[src/rtl/cv32e40p_pkg.sv]
// Shared constants for the cv32e40p instruction-side blocks.
// Master IDs stored in the arbiter's owner FIFO and the lock state encoding.
package cv32e40p_pkg;

  localparam logic INSTR_MASTER_PF  = 1'b0;
  localparam logic INSTR_MASTER_SEC = 1'b1;

  typedef enum logic {
    ARB_FREE   = 1'b0,
    ARB_LOCKED = 1'b1
  } arb_lock_e;

endpackage

[src/rtl/cv32e40p_fifo.sv]
// Small synchronous FIFO with an occupancy count.
// It accepts a push and a pop together when full, and supports flush and setback.
module cv32e40p_fifo #(
  parameter int unsigned DATA_WIDTH   = 32,
  parameter int unsigned DEPTH        = 2,
  parameter int unsigned FALL_THROUGH = 0,
  localparam int unsigned ADDR_W = (DEPTH > 1) ? $clog2(DEPTH) : 1,
  localparam int unsigned CNT_W  = $clog2(DEPTH) + 1
) (
  input  logic                  clk_i,
  input  logic                  rst_ni,
  input  logic                  flush_i,
  input  logic                  flush_but_first_i,
  input  logic                  setback_i,
  output logic                  full_o,
  output logic                  empty_o,
  output logic [CNT_W-1:0]      cnt_o,
  input  logic [DATA_WIDTH-1:0] data_i,
  input  logic                  push_i,
  output logic [DATA_WIDTH-1:0] data_o,
  input  logic                  pop_i
);

  logic [DATA_WIDTH-1:0] r_mem [DEPTH];
  logic [ADDR_W-1:0]     r_rptr;
  logic [ADDR_W-1:0]     r_wptr;
  logic [CNT_W-1:0]      r_cnt;
  logic                  w_bypass;
  logic                  w_doPush;
  logic                  w_doPop;
  logic                  w_normal;

  function automatic logic [ADDR_W-1:0] ptrNext(input logic [ADDR_W-1:0] p);
    return (p == ADDR_W'(DEPTH - 1)) ? '0 : p + 1'b1;
  endfunction

  function automatic logic [ADDR_W-1:0] ptrPrev(input logic [ADDR_W-1:0] p);
    return (p == '0) ? ADDR_W'(DEPTH - 1) : p - 1'b1;
  endfunction

  // In fall-through mode an empty FIFO hands data_i straight to the reader.
  assign w_bypass = (FALL_THROUGH != 0) && (r_cnt == '0) && push_i;
  assign w_doPush = push_i && !(w_bypass && pop_i);
  assign w_doPop  = pop_i && (r_cnt != '0);
  assign w_normal = !flush_i && !flush_but_first_i && !setback_i;

  assign full_o  = (r_cnt == CNT_W'(DEPTH));
  assign empty_o = (r_cnt == '0);
  assign cnt_o   = r_cnt;
  assign data_o  = w_bypass ? data_i : r_mem[r_rptr];

  always_ff @(posedge clk_i) begin
    if (w_normal && w_doPush) r_mem[r_wptr] <= data_i;
  end

  always_ff @(posedge clk_i or negedge rst_ni) begin
    if (!rst_ni) begin
      r_rptr <= '0;
      r_wptr <= '0;
      r_cnt  <= '0;
    end else if (flush_i) begin
      r_rptr <= '0;
      r_wptr <= '0;
      r_cnt  <= '0;
    end else if (flush_but_first_i) begin
      if (r_cnt != '0) begin
        r_wptr <= ptrNext(r_rptr);
        r_cnt  <= CNT_W'(1);
      end
    end else if (setback_i) begin
      if (r_cnt != '0) begin
        r_wptr <= ptrPrev(r_wptr);
        r_cnt  <= r_cnt - 1'b1;
      end
    end else begin
      if (w_doPush) r_wptr <= ptrNext(r_wptr);
      if (w_doPop)  r_rptr <= ptrNext(r_rptr);
      if (w_doPush && !w_doPop)      r_cnt <= r_cnt + 1'b1;
      else if (!w_doPush && w_doPop) r_cnt <= r_cnt - 1'b1;
    end
  end

endmodule

[src/rtl/cv32e40p_instr_bus_arbiter.sv]
// Round-robin arbiter sharing the OBI instruction port between the prefetcher and a
// secondary requester. Responses are routed to their owners in grant order.
module cv32e40p_instr_bus_arbiter
  import cv32e40p_pkg::*;
#(
  parameter int unsigned MAX_OUTSTANDING = 2
) (
  input  logic        clk,
  input  logic        rst_n,
  input  logic        m0_req_i,
  input  logic [31:0] m0_addr_i,
  output logic        m0_gnt_o,
  output logic        m0_rvalid_o,
  output logic [31:0] m0_rdata_o,
  output logic        m0_err_o,
  input  logic        m1_req_i,
  input  logic [31:0] m1_addr_i,
  output logic        m1_gnt_o,
  output logic        m1_rvalid_o,
  output logic [31:0] m1_rdata_o,
  output logic        m1_err_o,
  output logic        instr_req_o,
  input  logic        instr_gnt_i,
  output logic [31:0] instr_addr_o,
  input  logic        instr_rvalid_i,
  input  logic [31:0] instr_rdata_i,
  input  logic        instr_err_i,
  output logic        busy_o
);

  localparam int unsigned CNT_W = $clog2(MAX_OUTSTANDING) + 1;

  arb_lock_e        r_lock;
  arb_lock_e        w_lockNext;
  logic             r_lockSel;
  logic             r_last;
  logic [1:0]       w_req;
  logic             w_sel;
  logic             w_push;
  logic             w_pop;
  logic             w_head;
  logic             w_full;
  logic             w_empty;
  logic [CNT_W-1:0] w_cnt;

  assign w_req = {m1_req_i, m0_req_i};

  always_comb begin
    w_sel = r_last;
    if (r_lock == ARB_LOCKED) begin
      w_sel = r_lockSel;
    end else begin
      case (w_req)
        2'b01:   w_sel = INSTR_MASTER_PF;
        2'b10:   w_sel = INSTR_MASTER_SEC;
        2'b11:   w_sel = ~r_last;
        default: w_sel = r_last;
      endcase
    end
  end

  // Full is judged on the registered count only, so rvalid never reaches req.
  assign instr_req_o  = w_req[w_sel] && !w_full;
  assign instr_addr_o = w_sel ? m1_addr_i : m0_addr_i;
  assign m0_gnt_o     = instr_req_o && instr_gnt_i && (w_sel == INSTR_MASTER_PF);
  assign m1_gnt_o     = instr_req_o && instr_gnt_i && (w_sel == INSTR_MASTER_SEC);

  assign w_push = instr_req_o && instr_gnt_i;
  assign w_pop  = instr_rvalid_i && !w_empty;

  assign m0_rvalid_o = w_pop && (w_head == INSTR_MASTER_PF);
  assign m1_rvalid_o = w_pop && (w_head == INSTR_MASTER_SEC);
  assign m0_rdata_o  = instr_rdata_i;
  assign m1_rdata_o  = instr_rdata_i;
  assign m0_err_o    = m0_rvalid_o && instr_err_i;
  assign m1_err_o    = m1_rvalid_o && instr_err_i;
  assign busy_o      = (w_cnt != '0);

  always_comb begin
    w_lockNext = r_lock;
    if (instr_req_o) w_lockNext = instr_gnt_i ? ARB_FREE : ARB_LOCKED;
  end

  always_ff @(posedge clk or negedge rst_n) begin
    if (!rst_n) begin
      r_lock    <= ARB_FREE;
      r_lockSel <= INSTR_MASTER_PF;
      r_last    <= INSTR_MASTER_SEC;
    end else begin
      r_lock <= w_lockNext;
      if (instr_req_o && !instr_gnt_i) r_lockSel <= w_sel;
      if (w_push) r_last <= w_sel;
    end
  end

  cv32e40p_fifo #(
    .DATA_WIDTH   (1),
    .DEPTH        (MAX_OUTSTANDING),
    .FALL_THROUGH (0)
  ) u_ownerFifo (
    .clk_i             (clk),
    .rst_ni            (rst_n),
    .flush_i           (1'b0),
    .flush_but_first_i (1'b0),
    .setback_i         (1'b0),
    .full_o            (w_full),
    .empty_o           (w_empty),
    .cnt_o             (w_cnt),
    .data_i            (w_sel),
    .push_i            (w_push),
    .data_o            (w_head),
    .pop_i             (w_pop)
  );

`ifdef CV32E40P_ASSERT_ON
  assertNoSpuriousRvalid: assert property (@(posedge clk) disable iff (!rst_n)
    instr_rvalid_i |-> (w_cnt != '0))
    else $error("rvalid received with no outstanding transaction");

  assertAddrStableLocked: assert property (@(posedge clk) disable iff (!rst_n)
    (r_lock == ARB_LOCKED) |-> $stable(instr_addr_o))
    else $error("instr_addr_o changed while request locked");

  assertAddrAligned: assert property (@(posedge clk) disable iff (!rst_n)
    instr_req_o |-> (instr_addr_o[1:0] == 2'b00))
    else $error("instr_addr_o not word aligned");
`endif

endmodule

[config.mk]
export PLATFORM = sky130hd
export DESIGN_NAME = cv32e40p_instr_bus_arbiter
export DESIGN_NICKNAME = d
export VERILOG_FILES = /design/src/rtl/cv32e40p_pkg.sv /design/src/rtl/cv32e40p_fifo.sv /design/src/rtl/cv32e40p_instr_bus_arbiter.sv
export SDC_FILE = /design/constraint.sdc
export NUM_CORES = 1
export LEC_CHECK = 0
export BUFFER_PORTS_ARGS = -buffer_cell sky130_fd_sc_hd__buf_2
export CORE_AREA = 2 2 81 83
export CTS_CLUSTER_SIZE = 24
export DETAILED_ROUTE_END_ITERATION = 10
export DIE_AREA = 0 0 83 85
export PLACE_DENSITY = 0.69
export SLEW_MARGIN = 20
export SYNTH_ARGS = -nofsm -noshare
export SYNTH_HDL_FRONTEND = slang
export SYNTH_SLANG_ARGS = --single-unit
[constraint.sdc]
create_clock -name clk -period 2.4 [get_ports clk]
set_clock_uncertainty 0.15 [all_clocks]
set_input_delay 0.24 -clock clk [delete_from_list [all_inputs] [get_ports clk]]
set_output_delay 0.24 -clock clk [all_outputs]
set_load 0.05 [all_outputs]
==> results of run 1 <==
-- cell families (layout without fill, tap and decap cells) --
family,after synthesis,after routing,synth area share [%]
xor gates and xnor gates,5,5,3.11
buffers and inverters,69,118,37.6
DFF,9,9,16.8
and+or+nand+nor,24,24,9.42
AOI/OAI and AO/OA,9,9,5.16
muxes,34,34,27.0
adders and majority gates,1,1,0.889
-- worst max-delay path by stage --
stage / start / endpoint / slack, ns / cells after the start
after floorplan: r_last$_DFFE_PN1N_ / m0_gnt_o / 0.20 / 4
after global placement: r_last$_DFFE_PN1N_ / instr_addr_o[17] / 0.43 / 5
after detailed placement: r_last$_DFFE_PN1N_ / instr_addr_o[17] / 0.40 / 5
after CTS: r_last$_DFFE_PN1N_ / instr_addr_o[17] / 0.14 / 5
after global routing: r_last$_DFFE_PN1N_ / instr_addr_o[12] / 0.11 / 5
final: r_last$_DFFE_PN1N_ / instr_addr_o[17] / 0.17 / 5
-- sequential cells by signal, summed over array words and instances, names as in the netlist --
| register | flops |
|---|---|
| r_last | 1 |
| r_lock | 1 |
| r_lockSel | 1 |
| u_ownerFifo.cnt_o | 2 |
| u_ownerFifo.r_mem | 2 |
| u_ownerFifo.r_rptr | 1 |
| u_ownerFifo.r_wptr | 1 |
-- layout by cell type (no fill, tap or decap), types with 2 or more instances in the layout --
master	Yosys	routed
clkbuf_8	0	3
mux2_2	26	26
a21oi_1	2	2
nor2_1	6	6
nor2b_1	4	4
o2bb2ai_1	2	2
mux2_1	6	6
nand2_1	5	5
xnor2_1	2	2
xor2_1	3	3
and3_1	2	2
dfrtp_1	6	6
buf_2	0	110
edfxtp_1	2	2
mux2i_1	2	2
-- cell type report --
class	instances	area [sq um]	area share [%]
multi-input cells	73	647	40.0
repair buffers	113	588	36.4
flip-flops and latches	9	236	14.6
well taps	77	96.3	5.96
clock buffers	4	45.0	2.79
inverters	1	3.75	0.232
-- worst max-delay path: stages (launching register included) --
cell     delay (ns)
dfstp_2        0.58
a21oi_2        0.08
o21ai_4        0.16
buf_4          0.21
mux2_1         0.35
buf_2          0.22
-- power by group through the flow --
stage               logic (mW)  registers (mW)  clock network (mW)
floorplan                 1.64           0.285                   0
global placement          1.66           0.295                   0
detailed placement        1.67           0.299                   0
CTS                       1.68           0.297               0.184
global route              1.75           0.304               0.192
finish                    1.66           0.297               0.177
-- through the flow --
| step | worst slack [ns] | std cells |
|---|---|---|
| after floorplan | 0.198 | 151 |
| after global placement | 0.432 | 272 |
| after detailed placement | 0.405 | 272 |
| after CTS | 0.142 | 277 |
| after global routing | 0.109 | 277 |
| final | 0.169 | 277 |
-- layer usage --
metal	vias to the layer above	routed length [um]
met5	-	0
met4	0	113
met3	16	358
met2	91	1840
met1	483	1400
li1	537	-
==> results.md, run 1 <==
- met2 is the most crowded layer.
- The worst hold path startpoint is instr_gnt_i.
- The run finished with clean final reports.
- Entering global routing, the biggest net connects 26 pins.
- For this design the static power due to leakage is just over 0.8 nW.
- The worst setup path is launched from a register.
- The final layout contains 305 nets.
- Once the clock tree was built, the setup fixing pass inserted 0 buffers.
- For the final routed database, the setup TNS stands at 0 ns.
- In this run the critical register-to-register path is launched from u_ownerFifo.cnt_o[0]$_DFFE_PN0P_.
- Yosys instantiated no cell more often than buf_4.
- The count of buffers added on input and output ports is 110.
- For this run, the register share of the synthesized area comes to 16.8%.
- The floorplan step set the die height to about 85 um.
- The tightest hold margin is roughly 0.074 ns.
- Based on the critical path, the design can be clocked at up to ~450 MHz.
- The post-route antenna net violation count is 0.
- The number of vias after detailed routing is 1127.
- The sequential fraction of design power is 13.9%.
- For met2 alone, demand over resource in global routing was 15.5%.
- The worst slew margin relative to its limit is 76.0%.
- The finished layout cell area is 0.00162 sq mm.
- Total power for the finished layout comes to around 2.1 mW.
- The clock-pin slew on the worst setup and hold paths is roughly 0.050 ns.
- The total of hold buffers inserted after clock tree synthesis is 1.
- Counting every sink on the clock net gives 9.
- The yosys synthesis warning count is 0.
- The final estimated routing congestion in global placement is 0.789.
- The pre-antenna-repair detailed-routing pass consisted of 3 iterations.
- The number of instances in the synthesized netlist is 151.
- The die area is 0.00706 sq mm.
- The first global-routing pass estimated 5.29 mm of wire.
- The fill cell total of the finished layout is 673.
- The number of different library cells in the post-synthesis netlist is 30.
- The number of synthesized flops with an enable pin is 2.
- The placement-stage cell area is 0.00156 sq mm.
- The critical path data arrival time is 1.84 ns.
- Relative to the synthesized area, the layout overhead comes to 14.8%.
- Across the run, the number of max-cap violations was 0.
- The post-detailed-route wirelength per cell is 13.4 um.
- In this run the cell area of the synthesized design comes to 0.00141 sq mm.
- The clock period could shrink to 2.23 ns.
- The repair_antennas step left the layout with diodes totalling 0.
- After clock tree synthesis, the repair step resized 0 gates.
- Summed over its instances, the top area cell type makes up 34.1% of the synthesized netlist area.
- The pin slew with the least headroom to its limit is 0.350 ns.
- The number of max-slew violations in the final report is 0.
- The tree is rooted in a clkbuf_8.
- Counting flops and latches in the post-synthesis netlist gives 9.
- In this run the worst path has a maximum fanout of 12.
- The tightest min-delay check is of the in -> reg type.
- Data on the critical path is required at its endpoint by between 2 and 2.5 ns.
- The number of nets in the synthesized netlist is 255.
- The I/O pin count is 207.
- In this run the critical register-to-register path is captured at u_ownerFifo.cnt_o[1]$_DFFE_PN0P_.
- The via count of the first global-routing pass is 1114.
- The hold violation count in the final report came to 0.
- The total area inside the core boundary comes to 0.00620 sq mm.
- The synthesized design spends more area on one cell type than any other, namely buf_4.
- In the synthesized netlist the async set-or-reset flop fraction comes to ~78%.
- In this run, the combinational gates consume slightly below 80% of the power.
- The global router's overall resource usage is a little under a tenth.
- The worst min-delay path endpoint is r_lock$_DFFE_PN0N_.
- After the first detailed-routing iteration, the DRC count stood at 8.
- The initial antenna violation count is 0.
- The worst register-to-register path has a setup slack of 0.47 ns.
- The met1 global-route usage is 11.0%.
- In this run switching power makes up 58.6% of total power.
- The routed wire length is 3.71 mm.
- Measured in cells, the most critical reg-to-reg path has a length of 7.
- The worst hold path passes through 2 cells.
- Clock tree synthesis inserted a total of 3 buffers.
- The proportion of layout cells with a drive suffix above 1 is ~74%.
- The number of failing setup endpoints in the final timing report is 0.
- The met3 routing resource usage after global routing is 1.46%.
- The number of DRC violations after detailed routing is 0.
- In this run the mean area of a mapped cell was 9.32 sq um.
- The count of H-tree levels built during CTS is 1.
- Setup repair after global routing left no endpoint under its margin.
- The insertion delay of the later-clocked pin in the worst-skew pair is 0.23 ns.
- The setup path with the least slack is of type reg -> out.
- Across the VDD grid, the largest voltage drop is 0.000506 V.
- In this run the horizontal extent of the chip is between 80 and 90 um.
- The most used flip-flop cell after synthesis is dfrtp_1.
- The post-route fraction of the period consumed by the critical path is 93.0%.
- For this configuration, the core starts out at a cell density of 22.7%.
- The residual overflow from global routing is 0.
- The TritonCTS clock tree is yes.
- The utilization of the core after routing is 26.1%.
- The net switching component of the power is about 1.3 mW.
- The clock passes through at most 2 buffers.
- The average vias per placed instance is 4.07.
- The category of the worst setup path capture point is an output pin.
- The clock network is responsible for 8.3% of the overall power.
- The row count is 29.
- The internal power component is slightly below 0.9 mW.
- The HPWL after detailed placement is 3.22 mm.
- In the post-synthesis netlist, the biggest area contributors are buf_4, mux2_2, dfrtp_1, mux2_1, edfxtp_1.
- For this design the ratio of total power to cell area is 1320 mW/mm^2.
- Sorting the synthesized cells by how often they occur yields buf_4, mux2_2, dfrtp_1, mux2_1, nor2_1.
Power figures use the tool's default switching activity.
==> run 2, diff against run 1 <==
--- a/config.mk
+++ b/config.mk
@@ -6,11 +6,11 @@
 export NUM_CORES = 1
 export LEC_CHECK = 0
 export BUFFER_PORTS_ARGS = -buffer_cell sky130_fd_sc_hd__buf_2
-export CORE_AREA = 2 2 81 83
+export CORE_AREA = 2 2 79 81
 export CTS_CLUSTER_SIZE = 24
 export DETAILED_ROUTE_END_ITERATION = 10
-export DIE_AREA = 0 0 83 85
-export PLACE_DENSITY = 0.69
+export DIE_AREA = 0 0 81 83
+export PLACE_DENSITY = 0.72
 export SLEW_MARGIN = 20
 export SYNTH_ARGS = -nofsm -noshare
 export SYNTH_HDL_FRONTEND = slang
==> constraint.sdc (replaced) <==
create_clock -name clk -period 2.6 [get_ports clk]
set_clock_uncertainty 0.15 [all_clocks]
set_input_delay 0.26 -clock clk [delete_from_list [all_inputs] [get_ports clk]]
set_output_delay 0.26 -clock clk [all_outputs]
set_load 0.05 [all_outputs]
==> run 2 against run 1 <==
  * Total power down 8.9%
  * Global-route usage up 0.14 points
  * Final cell count down 0.72%
  * Count of clock-buffer cells in the layout unchanged
  * Sequential power down 7.4%
  * Core utilization up 1.4 points
  * First-iteration DRC count up 110%
  * Setup slack better by 0.080 ns
  * Non-clock buffer count unchanged
  * Cell area down 1.2%
  * Sequential cell count unchanged
  * Critical path depth unchanged
==> results.md, run 2 (synthesis gave the netlist of run 1 again) <==
- The flow ran to the end, and the final reports show no timing, DRC or antenna violations.
- The HPWL after detailed placement is 2.77 mm.
- The antenna cell count is 0.
- The total area inside the core boundary comes to 0.00582 sq mm.
- The I/O pin count is 207.
- In this run the deepest clock path goes through 2 buffers.
- STA puts the critical path data required time at between 2 and 2.5 ns.
- The TritonCTS clock tree is yes.
- The die boundary height is 83 um.
- The highest attainable clock frequency is between 400 and 500 MHz.
- The number of max-slew violations in the final report is 0.
- The first-pass GRT wire length is 5.21 mm.
- The library cell used most frequently in the layout, excluding fill and tap cells, is buf_2.
- The tightest hold margin is 0.112 ns.
- The number of placed instances with taps included is 270.
- The initial DRC count is 17.
- At the worst endpoint, the arrival time is 1.94 ns.
- The initial antenna violation count is 0.
- In the final layout, the share of cells above drive strength 1 is 73.0%.
- The final period demand of the worst path is ~2.4 ns.
- The pre-antenna-repair detailed-routing pass consisted of 2 iterations.
- Setup repair after global routing left no endpoint under its margin.
- For flop-to-flop paths, the worst setup slack is slightly above 0.6 ns.
- In the finished design, the share of the clock period the worst path needs comes to 90.4%.
- In this run the critical register-to-register path is launched from u_ownerFifo.cnt_o[0]$_DFFE_PN0P_.
- For this run the aggregate overflow at the end of global routing stands at 0.
- The number of clock buffers inserted by TritonCTS is 3.
- In this run the critical register-to-register path is captured at u_ownerFifo.cnt_o[1]$_DFFE_PN0P_.
- The worst hold path startpoint is instr_gnt_i.
- The number of max-capacitance violations reported is 0.
- STA classifies the critical path endpoint as an output pin.
- The die covers 0.00672 sq mm.
- The clock-pin slew on the worst setup and hold paths is 0.04 ns.
- The congestion estimate from routability-driven global placement came to 0.739.
- The hold violation count in the final report is 0.
- The average vias per placed instance is just over 4.
- CTS saw 9 sinks.
- The min-delay analysis places its worst path in the category in -> reg.
- Leaving out fill and tap cells, the most frequent cells in the layout are buf_2, mux2_2, mux2_1, nor2_1, dfrtp_1.
- The clock root buffer is clkbuf_8.
- Once the floorplan was initialized, standard cells occupied 24.2% of the core.
- After detailed routing, the average wire length per cell comes to 12.0 um.
- The total power divided by cell area is approximately 1200 mW/mm^2.
- In the routed design, unresolved DRC markers number 0.
- The detail route stage leaves a number of antenna-violating nets equal to 0.
- The horizontal extent of the die is 81 um.
- The synthesis-to-finish area growth is 13.4%.
- The worst-case reg-to-reg path depth is 7.
- Counting instances, the worst hold path has a depth of 2.
- Timing analysis after detailed placement gives a worst setup slack of 0.471 ns.
- The routed layout has 1116 vias.
- The minimum setup slack in the final design is 0.249 ns.
- The routed wire length is 3.31 mm.
- The maximum number of pins on one net before global-route repair is 26.
- The final net count is 305.
- STA classifies the critical path startpoint as a register.
- Across the VDD grid, the largest voltage drop is just over 0.0007 V.
- The via count of the first global-routing pass is 1195.
- The row count is 28.
- Setup violations remaining at the end of the flow were counted as 0.
- The number of buffers added for setup after CTS is 0.
- At the pin with the least slew margin, the transition time is 0.344 ns.
- Headroom to the max-slew limit came out at 77.0%.
- Clock latency on the worst-skew pair, taken at its later pin, is 0.23 ns.
- For hold timing, the worst endpoint is r_lock$_DFFE_PN0N_.
- Summed over all cells, the static leakage comes to 0.824 nW.
- The count of H-tree levels built during CTS is 1.
- Summed over all failing endpoints, the final setup total negative slack is 0 ns.
- The total of buffers placed on input and output ports is 110.
- Of all nets on the critical path, the largest fanout is 25.
- The final non-filler cell total is 275.
- The global router's overall resource usage is 9.37%.
- The critical path is of the reg -> out type.
run 2: worst max-delay path by stage:
stage / start / endpoint / slack [ns]
floorplan: u_ownerFifo.cnt_o[0]$_DFFE_PN0P_ / m1_err_o / 0.15
global placement: r_last$_DFFE_PN1N_ / instr_addr_o[11] / 0.52
detailed placement: r_last$_DFFE_PN1N_ / instr_addr_o[10] / 0.47
CTS: r_last$_DFFE_PN1N_ / instr_addr_o[10] / 0.22
global route: r_last$_DFFE_PN1N_ / instr_addr_o[10] / 0.15
finish: r_last$_DFFE_PN1N_ / instr_addr_o[11] / 0.25
run 2: report_power, final:
part,internal (mW),total [mW],switching [mW]
registers,0.214,0.275,0.0615
clock network,0.107,0.162,0.0550
logic,0.473,1.51,1.03
total,0.794,1.94,1.15
run 2: per-stage QoR:
step           utilization, %  area [sq um]  power [mW]
6_report                 27.5          1600        1.94
5_1_grt                  27.5          1600        2.06
4_1_cts                  27.5          1600        1.96
3_5_place_dp             26.5          1540        1.79
3_3_place_gp             26.5          1540        1.77
2_1_floorplan               -          1410        1.78
run 2: repair_timing:
item                                   4_1_cts  5_1_grt
hold buffers                                 1        0
resized for setup                            0        0
endpoints found under the hold margin        7        0
run 2: area by class of cell:
| class | count | area [sq um] |
|---|---|---|
| multi-input combinational | 73 | 642 |
| fill | 636 | 4220 |
| sequential | 9 | 236 |
| inverter | 1 | 3.75 |
| timing repair buffer | 113 | 576 |
| clock buffer | 4 | 45.0 |
| tap | 75 | 93.8 |
run 2: worst max-delay path, cell delays in order (launching register included):
cell	delay, ns
dfstp_2	0.58
a21oi_2	0.08
o21ai_4	0.12
buf_4	0.32
mux2_2	0.38
buf_2	0.21
run 2: metal layers:
layer | up-vias | share of wire, % | global-route usage (%)
li1 | 538 | - | -
met1 | 489 | 38 | 10.9
met2 | 67 | 48 | 15.3
met3 | 22 | 12 | 2.61
met4 | 0 | 2.0 | 4.78
met5 | - | 0 | 0
